### src/rtl/instr_fetch_queue.sv
// Instruction fetch queue: one outstanding cache request, static next-PC prediction and a
// DEPTH-entry decode FIFO with redirect squash. Define MUNTJAC_IF_PERF_CNT_EN for perf counters.

typedef enum logic [2:0] {
  IF_PREFETCH,
  IF_PREDICT,
  IF_MISPREDICT,
  IF_PROT_CHANGED,
  IF_SATP_CHANGED,
  IF_FENCE_I,
  IF_SFENCE_VMA
} if_reason_e;

localparam logic [3:0] EXC_CAUSE_INSTR_PAGE_FAULT = 4'd12;

typedef struct packed {
  logic [3:0]  cause;
  logic [63:0] tval;
} exception_t;

typedef struct packed {
  logic [31:0] instr_word;
  logic [63:0] pc;
  if_reason_e  if_reason;
  logic        ex_valid;
  exception_t  exception;
} fetched_instr_t;

module instr_fetch_queue #(
  parameter int unsigned      XLEN        = 64,
  parameter int unsigned      DEPTH       = 4,
  parameter bit               BRANCH_PRED = 1'b1,
  parameter logic [XLEN-1:0]  RESET_PC    = '0
) (
  input  logic                     clk,
  input  logic                     rst,
  input  logic                     redirect_valid_i,
  input  logic [XLEN-1:0]          redirect_pc_i,
  input  if_reason_e               redirect_reason_i,
  input  logic [XLEN-1:0]          atp_i,
  input  logic                     prv_i,
  input  logic                     sum_i,
  output logic                     req_valid_o,
  input  logic                     req_ready_i,
  output logic [XLEN-1:0]          req_pc_o,
  output if_reason_e               req_reason_o,
  output logic [XLEN-1:0]          req_atp_o,
  output logic                     req_prv_o,
  output logic                     req_sum_o,
  input  logic                     resp_valid_i,
  input  logic [31:0]              resp_instr_i,
  input  logic                     resp_exception_i,
  output logic                     out_valid_o,
  input  logic                     out_ready_i,
  output fetched_instr_t           out_instr_o,
  output logic [$clog2(DEPTH):0]   occupancy_o
`ifdef MUNTJAC_IF_PERF_CNT_EN
  ,
  output logic [63:0]              perf_empty_stall_o,
  output logic [63:0]              perf_full_stall_o,
  output logic [63:0]              perf_flush_o
`endif
);

  localparam int unsigned PW = $clog2(DEPTH);
  localparam int unsigned CW = PW + 1;

  typedef enum logic [1:0] {StIdle, StWait, StDrop} state_e;

  state_e          state_q;
  logic            pend_valid_q;
  logic [XLEN-1:0] pend_pc_q;
  if_reason_e      pend_reason_q;
  logic [XLEN-1:0] atp_q;
  logic            prv_q;
  logic            sum_q;
  logic [PW-1:0]   wptr_q;
  logic [PW-1:0]   rptr_q;
  logic [CW-1:0]   count_q;

  logic [31:0]     instr_mem  [DEPTH];
  logic [XLEN-1:0] pc_mem     [DEPTH];
  if_reason_e      reason_mem [DEPTH];
  logic            ex_mem     [DEPTH];

  logic req_fire, enq, deq;

  // Issue only while a FIFO slot is free so the eventual response can always enqueue.
  assign req_valid_o  = !rst && (state_q == StIdle) && pend_valid_q && (count_q < CW'(DEPTH));
  assign req_fire     = req_valid_o && req_ready_i;
  assign req_pc_o     = pend_pc_q;
  assign req_reason_o = pend_reason_q;
  assign req_atp_o    = atp_q;
  assign req_prv_o    = prv_q;
  assign req_sum_o    = sum_q;

  assign enq         = (state_q == StWait) && resp_valid_i && !redirect_valid_i;
  assign out_valid_o = (count_q != '0);
  assign deq         = out_valid_o && out_ready_i;
  assign occupancy_o = count_q;

  always_comb begin
    out_instr_o                 = '0;
    out_instr_o.instr_word      = instr_mem[rptr_q];
    out_instr_o.pc              = 64'(pc_mem[rptr_q]);
    out_instr_o.if_reason       = reason_mem[rptr_q];
    out_instr_o.ex_valid        = ex_mem[rptr_q];
    out_instr_o.exception.cause = EXC_CAUSE_INSTR_PAGE_FAULT;
    out_instr_o.exception.tval  = 64'(pc_mem[rptr_q]);
  end

  // Static predictor: pend_pc_q still holds the PC of the in-flight request while in StWait.
  logic [XLEN-1:0] imm, npc, next_pc;
  logic            taken;

  always_comb begin
    imm   = '0;
    taken = 1'b0;
    if (resp_instr_i[1:0] == 2'b11) begin
      npc = pend_pc_q + XLEN'(4);
      if (resp_instr_i[6:0] == 7'b1100011) begin
        imm   = {{(XLEN-13){resp_instr_i[31]}}, resp_instr_i[31], resp_instr_i[7],
                 resp_instr_i[30:25], resp_instr_i[11:8], 1'b0};
        taken = resp_instr_i[31];
      end else if (resp_instr_i[6:0] == 7'b1101111) begin
        imm   = {{(XLEN-21){resp_instr_i[31]}}, resp_instr_i[31], resp_instr_i[19:12],
                 resp_instr_i[20], resp_instr_i[30:21], 1'b0};
        taken = 1'b1;
      end
    end else begin
      npc = pend_pc_q + XLEN'(2);
      if (resp_instr_i[1:0] == 2'b01) begin
        case (resp_instr_i[15:13])
          3'b101, 3'b001: begin
            imm   = {{(XLEN-12){resp_instr_i[12]}}, resp_instr_i[12], resp_instr_i[8],
                     resp_instr_i[10:9], resp_instr_i[6], resp_instr_i[7], resp_instr_i[2],
                     resp_instr_i[11], resp_instr_i[5:3], 1'b0};
            // Funct3 001 is c.jal only on RV32; on RV64 it encodes c.addiw.
            taken = (resp_instr_i[15:13] == 3'b101) || (XLEN == 32);
          end
          3'b110, 3'b111: begin
            imm   = {{(XLEN-9){resp_instr_i[12]}}, resp_instr_i[12], resp_instr_i[6:5],
                     resp_instr_i[2], resp_instr_i[11:10], resp_instr_i[4:3], 1'b0};
            taken = resp_instr_i[12];
          end
          default: ;
        endcase
      end
    end
    if (!BRANCH_PRED) taken = 1'b0;
    next_pc = taken ? pend_pc_q + imm : npc;
  end

  always_ff @(posedge clk) begin
    if (rst) begin
      state_q       <= StIdle;
      pend_valid_q  <= 1'b1;
      pend_pc_q     <= RESET_PC;
      pend_reason_q <= IF_FENCE_I;
      atp_q         <= '0;
      prv_q         <= 1'b0;
      sum_q         <= 1'b0;
      wptr_q        <= '0;
      rptr_q        <= '0;
      count_q       <= '0;
    end else begin
      if (enq) begin
        instr_mem[wptr_q]  <= resp_instr_i;
        pc_mem[wptr_q]     <= pend_pc_q;
        reason_mem[wptr_q] <= pend_reason_q;
        ex_mem[wptr_q]     <= resp_exception_i;
        wptr_q             <= wptr_q + PW'(1);
      end
      if (deq) rptr_q <= rptr_q + PW'(1);
      count_q <= count_q + CW'(enq) - CW'(deq);

      unique case (state_q)
        StIdle: if (req_fire) begin
          state_q      <= StWait;
          pend_valid_q <= 1'b0;
        end
        StWait: if (resp_valid_i) begin
          state_q       <= StIdle;
          pend_valid_q  <= !resp_exception_i;
          pend_pc_q     <= next_pc;
          pend_reason_q <= taken ? IF_PREDICT : IF_PREFETCH;
        end
        StDrop: if (resp_valid_i) state_q <= StIdle;
        default: state_q <= StIdle;
      endcase

      if (redirect_valid_i) begin
        wptr_q        <= '0;
        rptr_q        <= '0;
        count_q       <= '0;
        pend_valid_q  <= 1'b1;
        pend_pc_q     <= {redirect_pc_i[XLEN-1:1], 1'b0};
        pend_reason_q <= redirect_reason_i;
        atp_q         <= atp_i;
        prv_q         <= prv_i;
        sum_q         <= sum_i;
        // Any request still owed a response becomes stale.
        if ((state_q == StIdle && req_fire) || (state_q == StWait && !resp_valid_i)) begin
          state_q <= StDrop;
        end
      end
    end
  end

`ifdef MUNTJAC_IF_PERF_CNT_EN
  always_ff @(posedge clk) begin
    if (rst) begin
      perf_empty_stall_o <= '0;
      perf_full_stall_o  <= '0;
      perf_flush_o       <= '0;
    end else begin
      if (out_ready_i && !out_valid_o && !(&perf_empty_stall_o)) begin
        perf_empty_stall_o <= perf_empty_stall_o + 64'd1;
      end
      if (pend_valid_q && (count_q == CW'(DEPTH)) && !(&perf_full_stall_o)) begin
        perf_full_stall_o <= perf_full_stall_o + 64'd1;
      end
      if (redirect_valid_i && !(&perf_flush_o)) perf_flush_o <= perf_flush_o + 64'd1;
    end
  end
`endif

endmodule

### config.mk
export PLATFORM = sky130hd
export DESIGN_NAME = instr_fetch_queue
export DESIGN_NICKNAME = d
export VERILOG_FILES = /design/src/rtl/instr_fetch_queue.sv
export SDC_FILE = /design/constraint.sdc
export NUM_CORES = 1
export LEC_CHECK = 0
export ABC_CLOCK_PERIOD_IN_PS = 5400
export BUFFER_PORTS_ARGS = -buffer_cell sky130_fd_sc_hd__buf_2
export CAP_MARGIN = 20
export CORE_ASPECT_RATIO = 2
export CORE_MARGIN = 1.5
export CORE_UTILIZATION = 40
export CTS_BUF_LIST = sky130_fd_sc_hd__clkbuf_8
export DETAILED_ROUTE_END_ITERATION = 12
export PLACE_DENSITY = 0.68
export RECOVER_POWER = 100
export SYNTH_ARGS = -nofsm -noshare
export SYNTH_HDL_FRONTEND = slang
export SYNTH_SLANG_ARGS = --single-unit
### constraint.sdc
create_clock -name clk -period 5.4 [get_ports clk]
set_input_delay 0.81 -clock clk [delete_from_list [all_inputs] [get_ports clk]]
set_output_delay 0.81 -clock clk [all_outputs]
set_load 0.01 [all_outputs]
# Word level (Yosys, flattened, before mapping)
# Memory sizes are Yosys's and may differ from the RTL's. A register that Yosys moved wholly into a read port is not among the register bits.
# Cells that the tools add are included.
[op_classes]
add_sub_neg = 7
n_lt_le_gt_ge = 1
n_eq_ne = 12
muxes = 38
n_reduce_logical = 26
[ops]
columns = ["cell", "n"]
rows = [
  ["$mux W64", 9],
  ["$pmux W64 S2", 1],
  ["$add A64 B2 Y64 const B", 1],
  ["$add A64 B3 Y64 const B", 1],
  ["$add A64 B64 Y64", 1],
  ["$mux W2", 12],
  ["$eq A7 B7 Y1 const B", 2],
  ["$mux W1", 10],
  ["$eq A3 B3 Y1 const B", 3],
  ["$logic_and A1 B1 Y1", 9],
  ["$mux W3", 3],
  ["$reduce_or A2 Y1", 4],
  ["$reduce_bool A2 Y1", 3],
  ["$add A2 B1 Y2 const B", 2],
  ["$eq A2 B1 Y1 const B", 2],
  ["$eq A2 B2 Y1 const B", 2],
  ["$logic_not A1 Y1", 4],
  ["$ne A2 B2 Y1 const B", 2],
  ["$pmux W1 S2", 2],
  ["$pmux W2 S2", 1],
  ["$reduce_and A2 Y1", 2],
  ["$add A3 B1 Y3", 1],
  ["$eq A3 B1 Y1 const B", 1],
  ["$lt A3 B3 Y1 const B", 1],
  ["5 further kinds", 5],
]
[totals]
ff_bits = 143
ramBits = 400
in_bits = 172
out_inout_bits = 306
wordCells = 99
mem_count = 4
[mem_list]
columns = ["memory", "words", "width", "rd", "rd_ports_with_merged_regs", "wr", "line_no", "text"]
rows = [
  ["pc_mem", 4, 64, 1, 1, 1, "82", "logic [XLEN-1:0] pc_mem [DEPTH];"],
  ["instr_mem", 4, 32, 1, 1, 1, "81", "logic [31:0] instr_mem [DEPTH];"],
  ["reason_mem", 4, 3, 1, 1, 1, "83", "if_reason_e reason_mem [DEPTH];"],
  ["ex_mem", 4, 1, 1, 1, 1, "84", "logic ex_mem [DEPTH];"],
]

# Longest topological paths before layout
# Gate-level depths: netlist (run 1).
[depth]
word_depth = 10
mapped_depth = 20
mapped_depth_nobuf = 18

# Worst setup path before layout (run 1)
# OpenSTA, ideal clock, no wires.
[synth_path]
path_kind = "input-to-reg"
start = "input resp_instr_i[14]"
end = "register pend_pc_q[63], in the netlist req_pc_o[63]"
setup_ns = 0.086
arrival_ns = 5.262
required_ns = 5.314
setup_slack_ns = 0.052
path_stages = 19
n_path_buf = 2
path_cell_list = "clkbuf_1 -> nor2b_1 -> a21oi_1 -> nor2_1 -> nand2_1 -> nand2_1 -> ha_1 -> buf_2 -> a211oi_1 -> nor2_1 -> or3_1 -> nor4b_2 -> nor4_4 -> o21ai_2 -> o31ai_4 -> nor4b_1 -> o31ai_1 -> xor2_1 -> a211oi_1"
[synth_via]
elab_chain_len = 10
elab_cells_between_ends = 19
classes_between = "add/sub: 1; eq/ne: 4; mux: 12; reduce/logical: 2"
[synth_rtl]
columns = ["item", "line_no", "text"]
rows = [
  ["from (decl)", "51", "input logic [31:0] resp_instr_i,"],
  ["$eq A3 B3 Y1 (tied with other cells)", "133", "case (resp_instr_i[15:13])"],
  ["$reduce_or A2 Y1", "133", ""],
  ["$pmux W64 S2", "133", ""],
  ["$mux W64", "132", "if (resp_instr_i[1:0] == 2'b01) begin"],
  ["$mux W64", "119", "if (resp_instr_i[1:0] == 2'b11) begin"],
  ["$add A64 B64 Y64", "151", "next_pc = taken ? pend_pc_q + imm : npc;"],
  ["$mux W64 (*)", "151", ""],
  ["$mux W64 (*)", "182", "StWait: if (resp_valid_i) begin"],
  ["$mux W64 (*)", "177", "unique case (state_q)"],
  ["$mux W64 (*)", "192", "if (redirect_valid_i) begin"],
  ["to (signal assigned)", "185", "pend_pc_q <= next_pc;"],
  ["to (signal assigned)", "197", "pend_pc_q <= {redirect_pc_i[XLEN-1:1], 1'b0};"],
  ["to (decl)", "72", "logic [XLEN-1:0] pend_pc_q;"],
]
# Every way passes the cells marked *; elsewhere a longest branch is shown, timed or not. The select of a mux whose other input is x is not followed.
# A chain may end at the register's enable or synchronous reset.

# Worst setup path in the final report (run 1)
[layout_path]
start = "input resp_instr_i[2]"
end = "register pend_pc_q[57], in the netlist req_pc_o[57]"
[layout_via]
elab_chain_len = 9
elab_cells_between_ends = 15
classes_between = "add/sub: 1; eq/ne: 2; mux: 12"
[layout_rtl]
columns = ["item", "line_no", "text"]
rows = [
  ["$eq A7 B7 Y1", "125", "end else if (resp_instr_i[6:0] == 7'b1101111) begin"],
  ["$mux W64", "125", ""],
  ["$mux W64", "121", "if (resp_instr_i[6:0] == 7'b1100011) begin"],
  ["$mux W64", "119", ""],
  ["$add A64 B64 Y64", "151", ""],
  ["$mux W64 (*)", "151", ""],
  ["$mux W64 (*)", "182", ""],
  ["$mux W64 (*)", "177", ""],
  ["$mux W64 (*)", "192", ""],
]
# Marks and branches as above.

==> out/metrics.yaml, run 1 <==
yosys:
  yosys_register_bits: 540
  async_reset_ff_frac: 0
  ys_seq_area_frac: 0.5540
  yosys_warnings: 0
  yosysTopAreaCell: "edfxtp_1"
  netlist_instances: 2186
  synthTopCellsByArea: "edfxtp_1 45%, dfxtp_1 11%, mux4_2 8.4%, ha_1 3.4%, a21oi_1 3.3%"
  yosys.area.top_type_share: 0.4459
  synth.distinct_cells: 91
  synth_ff_type: "edfxtp_1"
  syn-cell-area_um2: 26670
  synth-edff-count: 396
  synth.avg_cell_area_um2: 12.20
routing:
  num_vias: 20490
  ant_nets: 0
  finalWirelength_mm: 87.91
  avgViaCountPerCell: 5.601
  wire_per_inst_um: 24.03
  firstDrtPassIters: 8
  drt_iter0_drc: 1470
  drc: 0
clocking:
  clock_path_buffers: 3
  htree_levels: 3
  holdBufCountCts: 0
  cts.clk_slew.worst_paths_ns: 0.08
  cts.sinks: 540
  cts_buffers: 78
  root_buffer: "clkbuf_8"
  post_cts_buffers: 0
  cts_resized: 0
  cts_tree: "yes"
  clk-insertion-delay-late_ns: 0.75
global_route:
  grt_pass1_vias: 20940
  grt_usage: 0.2578
  grt-ovfl-total: 0
  grt_pass1_wl_mm: 129.2
  grt_start_max_net_pins: 65
  antenna_found_initial: 4
placement:
  io_buffers: 469
  place_congestion: 0.9426
  dpl.hpwl_mm: 64.99
critical_path:
  cp_max_fo: 6
  rr_endpoint: "req_pc_o[58]$_SDFFE_PP0P_"
  required_ns: 6.07
  worstSetupPathType: "input port to flop"
  reg2reg_from: "req_pc_o[3]$_SDFFE_PP0P_"
  cp-start-kind: "input port"
  rrSetupSlack_ns: 0.92
  worst_ep_arrival_time_ns: 5.57
  endpoint_kind: "flop"
  r2r_cells: 15
floorplan:
  die_h_um: 368.2
  num_rows: 133
  core_area_um2: 65900
  initial_utilization: 0.4047
  die_w_um: 185.6
  dieArea_um2: 68320
  pin_count: 478
hold_path:
  hp-start: "redirect_pc_i[54]"
  min_path_cells: 2
  hold_class: "input port to flop"
  min_to: "req_pc_o[54]$_SDFFE_PP0P_"
sta:
  finalCritPeriodShare: 0.9068
  hold_violations: 0
  fmax_ghz: 0.2042
  skew_ns: 0.04572
  final.setup.tns_ns: 0
  rsz0062_at_grt: "false"
  setup-violations-final: 0
  hold_slack_ns: 0.2768
  min_period_ns: 4.897
  drv_slew: 321
  worstMarginPinSlew_ns: 2.783
  slew_headroom: -0.8551
run_status:
  violations: "capacitance limit, slew limit"
  status: "finished, violations left"
layout:
  final_nets: 2961
  area_delta_synth_final_pct: 17.89
  layout_common_cells: "396 x edfxtp_1, 362 x clkbuf_1, 197 x nor2_1"
  drive_gt1_frac: 0.1873
  layout_commonest_cell: "edfxtp_1"
  fillers: 6173
pwr:
  p_per_area_nw_per_um2: 281.0
  leakagePower_uw: 0.01158
  ir_worst_vdd_mv: 0.2456
job:
  cap_violations: 7
stage by stage:
step	area, µm²	setup slack, ns	power [µW]	cells	util
after global placement	30550	0.1613	5592	3511	0.4635
after detailed placement	30550	0.04762	5613	3511	0.4635
after CTS	32120	0.7944	8963	3653	0.4874
after floorplan	26690	0.05201	5163	2191	-
final	31440	0.5032	8834	3658	0.4771
after global routing	31430	0.3040	9174	3655	0.4770
Yosys cell counts, types with 5 or more instances:
library cell and number:
buf_2 9, nor2_1 198, o21bai_1 20, mux2i_1 69, a21o_1 60, nand2_1 141
ha_1 73, a211oi_1 31, and4_1 11, o221ai_1 5, nand2b_1 6, dfxtp_1 144
o21ai_0 95, xnor2_1 36, o21a_1 19, a21oi_1 176, xor2_1 32, and2_1 13
nand3_1 51, nor3_1 33, or3_1 16, nand3b_1 5, edfxtp_1 396, a31oi_1 15
buf_1 26, or2_2 5, inv_1 25, mux4_2 99, o211ai_1 11, clkbuf_1 89
a221oi_1 6, nand4_1 32, o31ai_1 11, nor2b_1 10, nor4b_1 6, o22ai_1 16
and3_1 29, buf_4 70, a22oi_1 9
cell type report:
class,count,area [µm²],share of cell area
diodes,5,12.51,0.0003980
clock buffers,85,1170,0.03721
clock inverters,57,404.1,0.01285
inverters,26,97.59,0.003104
multi-input cells,1430,10750,0.3418
flip-flops and latches,540,14780,0.4701
well taps,877,1097,0.03490
repair buffers,638,3134,0.09969
worst max-delay path by stage:
| stage | from | endpoint | slack [ns] | depth (start not counted) |
|---|---|---|---|---|
| finish | resp_instr_i[2] | req_pc_o[57]$_SDFFE_PP0P_ | 0.50 | 23 |
| global route | resp_instr_i[1] | req_pc_o[58]$_SDFFE_PP0P_ | 0.30 | 19 |
| CTS | resp_instr_i[4] | req_pc_o[55]$_SDFFE_PP0P_ | 0.79 | 19 |
| detailed placement | resp_instr_i[4] | req_pc_o[55]$_SDFFE_PP0P_ | 0.05 | 19 |
| global placement | resp_instr_i[4] | req_pc_o[63]$_SDFFE_PP0P_ | 0.16 | 20 |
| floorplan | resp_instr_i[14] | req_pc_o[63]$_SDFFE_PP0P_ | 0.05 | 19 |
routing by layer:
metal | up-vias | track usage | wire [µm]
met2 | 986 | 0.4636 | 46000
met1 | 9920 | 0.2748 | 30470
met3 | 251 | 0.05361 | 6323
met4 | 0 | 0.1483 | 5116
li1 | 9333 | - | -
met5 | - | 0 | 0
logic make-up (layout without fill, tap and decap cells):
family	count (synthesis)	after routing	synth area share
AOI/OAI and AO/OA	532	532	0.1302
buffers and inverters	221	806	0.04143
and+or+nand+nor	579	579	0.1059
adders and majority gates	75	75	0.03575
DFF	540	540	0.5540
xor gates and xnor gates	68	68	0.02233
other	2	12	0.0002816
muxes	169	169	0.1101
report_power, final:
part / internal [µW] / leakage (µW) / switching, µW
sequential: 4520 / 0.00480 / 134
combinational: 319 / 0.00590 / 522
clock: 1670 / 0.000880 / 1660
total: 6520 / 0.0116 / 2320
critical path, cell delays in order:
cell and delay [ns]:
clkbuf_1 0.25, and2_0 0.30, a21oi_1 0.06, or2_2 0.32
o21ai_0 0.22, buf_4 0.19, buf_4 0.14, o21a_1 0.13
ha_1 0.23, a21o_1 0.18, a21o_1 0.17, a21oi_1 0.20
o31ai_1 0.19, or3_1 0.42, a211o_1 0.33, a311oi_1 0.24
clkbuf_1 0.27, o31ai_1 0.11, clkbuf_1 0.19, a31oi_1 0.25
buf_4 0.14, nand4b_1 0.09, o211ai_1 0.13
state kept, by name, indices dropped and copies added (netlist names), named ones only:
name,flops
pc_mem,252
instr_mem,128
req_atp_o,64
req_pc_o,63
reason_mem,12
ex_mem,4
occupancy_o,3
req_reason_o,3
rptr_q,2
state_q,2
wptr_q,2
pend_valid_q,1
req_prv_o,1
req_sum_o,1
Power figures use the tool's default switching activity.
==> run 2: changes to the inputs <==
--- a/config.mk
+++ b/config.mk
@@ -13,7 +13,7 @@
 export CORE_UTILIZATION = 40
 export CTS_BUF_LIST = sky130_fd_sc_hd__clkbuf_8
 export DETAILED_ROUTE_END_ITERATION = 12
-export PLACE_DENSITY = 0.68
+export PLACE_DENSITY = 0.73
 export RECOVER_POWER = 100
 export SYNTH_ARGS = -nofsm -noshare
 export SYNTH_HDL_FRONTEND = slang
==> run 2 against run 1 <==
Against the previous run:
- the run still ends with capacitance limit, slew limit left
- global-route usage is 0.46 points higher
- core utilization is 0.30 points lower
- non-clock buffer count is 20 lower
- first-iteration DRC count is 5.6% higher
- count of clock-buffer cells in the layout is 5 lower
- cell area is 0.64% lower
- critical endpoint is now instr_mem[3][1]$_DFFE_PP_
- largest cell class unchanged
- highest routed layer is now met5
==> out/metrics.yaml, run 2 (synthesis gave the netlist of run 1 again) <==
critical_path:
  cp-start-kind: "input port"  # unchanged
  worstSetupPathType: "input port to flop"  # unchanged
  worst_ep_arrival_time_ns: 5.34  # was 5.57 ns
  cp_max_fo: 54  # was 6
  endpoint_kind: "flop"  # unchanged
  required_ns: 5.71  # was 6.07 ns
global_route:
  grt.met1_usage: 0.2698  # was 0.2748
  grt_start_max_net_pins: 65  # unchanged
  grt_util_met3: 0.05420  # was 0.05361
  grt_pass1_wl_mm: 130.8  # was 129.2 mm
  antenna_found_initial: 5  # was 4
  grt_pass1_vias: 21030  # was 20940
  met2_usage: 0.4801  # was 0.4636
  grt.busiest_layer: "met2"  # unchanged
  grt-ovfl-total: 0  # unchanged
  grt_usage: 0.2624  # was 0.2578
run_status:
  violations: "capacitance limit, slew limit"  # unchanged
  status: "finished, violations left"  # unchanged
floorplan:
  die_h_um: 368.2  # unchanged
  dieArea_um2: 68320  # unchanged
  initial_utilization: 0.4047  # unchanged
  die_w_um: 185.6  # unchanged
  core_area_um2: 65900  # unchanged
  num_rows: 133  # unchanged
  pin_count: 478  # unchanged
routing:
  finalWirelength_mm: 90.37  # was 87.91 mm
  firstDrtPassIters: 5  # was 8
  drc: 0  # unchanged
  avgViaCountPerCell: 5.698  # was 5.601
  ant_nets: 0  # unchanged
  wire_per_inst_um: 24.87  # was 24.03 µm
  num_vias: 20710  # was 20490
  drt_iter0_drc: 1553  # was 1470
layout:
  layout_common_cells: "396 x edfxtp_1, 372 x clkbuf_1, 195 x nor2_1"  # was 396 x edfxtp_1, 362 x clkbuf_1, 197 x nor2_1
  fin_area_um2: 31240  # was 31440 µm²
  regMostFlops: "pc_mem"  # unchanged
  final_nets: 2939  # was 2961
  fillers: 6135  # was 6173
  drive_gt1_frac: 0.1791  # was 0.1873
  layout_commonest_cell: "edfxtp_1"  # unchanged
  area_delta_synth_final_pct: 17.14  # was 17.89%
  largest_reg_flops: 252  # unchanged
placement:
  postPlaceCellArea_um2: 30430  # was 30550 µm²
  place_congestion: 0.9915  # was 0.9426
  dpl.hpwl_mm: 67.76  # was 64.99 mm
  dp_slack_ns: 0.1780  # was 0.04762 ns
  io_buffers: 469  # unchanged
clocking:
  cts_resized: 0  # unchanged
  cts_tree: "yes"  # unchanged
  clock_path_buffers: 3  # unchanged
  post_cts_buffers: 0  # unchanged
  htree_levels: 3  # unchanged
  cts.sinks: 540  # unchanged
  root_buffer: "clkbuf_8"  # unchanged
  holdBufCountCts: 0  # unchanged
  cts_buffers: 76  # was 78
  clk-insertion-delay-late_ns: 0.70  # was 0.75 ns
  cts.clk_slew.worst_paths_ns: 0.07  # was 0.08 ns
sta:
  slew_headroom: -0.9695  # was -0.8551
  min_period_ns: 5.025  # was 4.897 ns
  drv_slew: 276  # was 321
  finalCritPeriodShare: 0.9305  # was 0.9068
  final.setup.tns_ns: 0  # unchanged
  hold_violations: 0  # unchanged
  setup_ws_ns: 0.3754  # was 0.5032 ns
  worstMarginPinSlew_ns: 2.954  # was 2.783 ns
  fmax_ghz: 0.1990  # was 0.2042 GHz
  rsz0062_at_grt: "false"  # unchanged
  skew_ns: 0.03491  # was 0.04572 ns
  setup-violations-final: 0  # unchanged
pwr:
  ir_worst_vdd_mv: 0.1963  # was 0.2456 mV
  leakagePower_uw: 0.01145  # was 0.01158 µW
  p_per_area_nw_per_um2: 278.9  # was 281.0 nW/µm²
job:
  cap_violations: 6  # was 7
hold_path:
  hold_class: "input port to flop"  # unchanged
-- run 2: area by class of cell --
cell class	instances	area, µm²	share of cell area
Antenna cell	4	10.01	0.0003204
Inverter	26	97.59	0.003124
Tap cell	877	1097	0.03512
Multi-Input combinational cell	1430	10790	0.3454
Timing Repair Buffer	618	2955	0.09460
Clock buffer	80	1101	0.03525
Sequential cell	540	14780	0.4731
Clock inverter	59	409.1	0.01310
-- run 2: per-layer routing --
| metal | vias up | part of all wire |
|---|---|---|
| met5 | - | 0.00014 |
| met3 | 259 | 0.069 |
| li1 | 9301 | - |
| met4 | 2 | 0.062 |
| met1 | 10120 | 0.34 |
| met2 | 1029 | 0.53 |
-- run 2: final timing paths --
check / from / end / slack [ns] / depth (start not counted)
worst min-delay path: redirect_pc_i[54] / req_pc_o[54]$_SDFFE_PP0P_ / 0.32 / 2
worst min register to register: req_atp_o[17]$_SDFFE_PP0P_ / req_atp_o[17]$_SDFFE_PP0P_ / 0.50 / 2
worst max register to register: req_pc_o[1]$_SDFFE_PP0P_ / req_pc_o[53]$_SDFFE_PP0P_ / 1.27 / 17
worst max-delay path: redirect_valid_i / instr_mem[3][1]$_DFFE_PP_ / 0.38 / 5
-- run 2: through the flow --
| stage | total power, µW | instances | hold WS (ns) | utilization |
|---|---|---|---|---|
| after floorplan | 5163 | 2191 | 0.4675 | - |
| after CTS | 8830 | 3630 | 0.2445 | 0.4847 |
| after global placement | 5594 | 3491 | 0.4684 | 0.4618 |
| final | 8713 | 3634 | 0.3217 | 0.4741 |
| after global routing | 9032 | 3631 | 0.2895 | 0.4740 |
| after detailed placement | 5615 | 3491 | 0.4822 | 0.4618 |
-- run 2: critical path: stages --
cell      delay (ns)
clkbuf_1        1.07
nor2_2          0.37
clkbuf_1        0.90
and3_2          1.19
clkbuf_1        0.90
-- run 2: power by group --
part	leakage, µW	internal, µW	switching [µW]
clock	0.000861	1590	1610
sequential	0.00480	4520	131
combinational	0.00579	313	536
total	0.0115	6430	2280
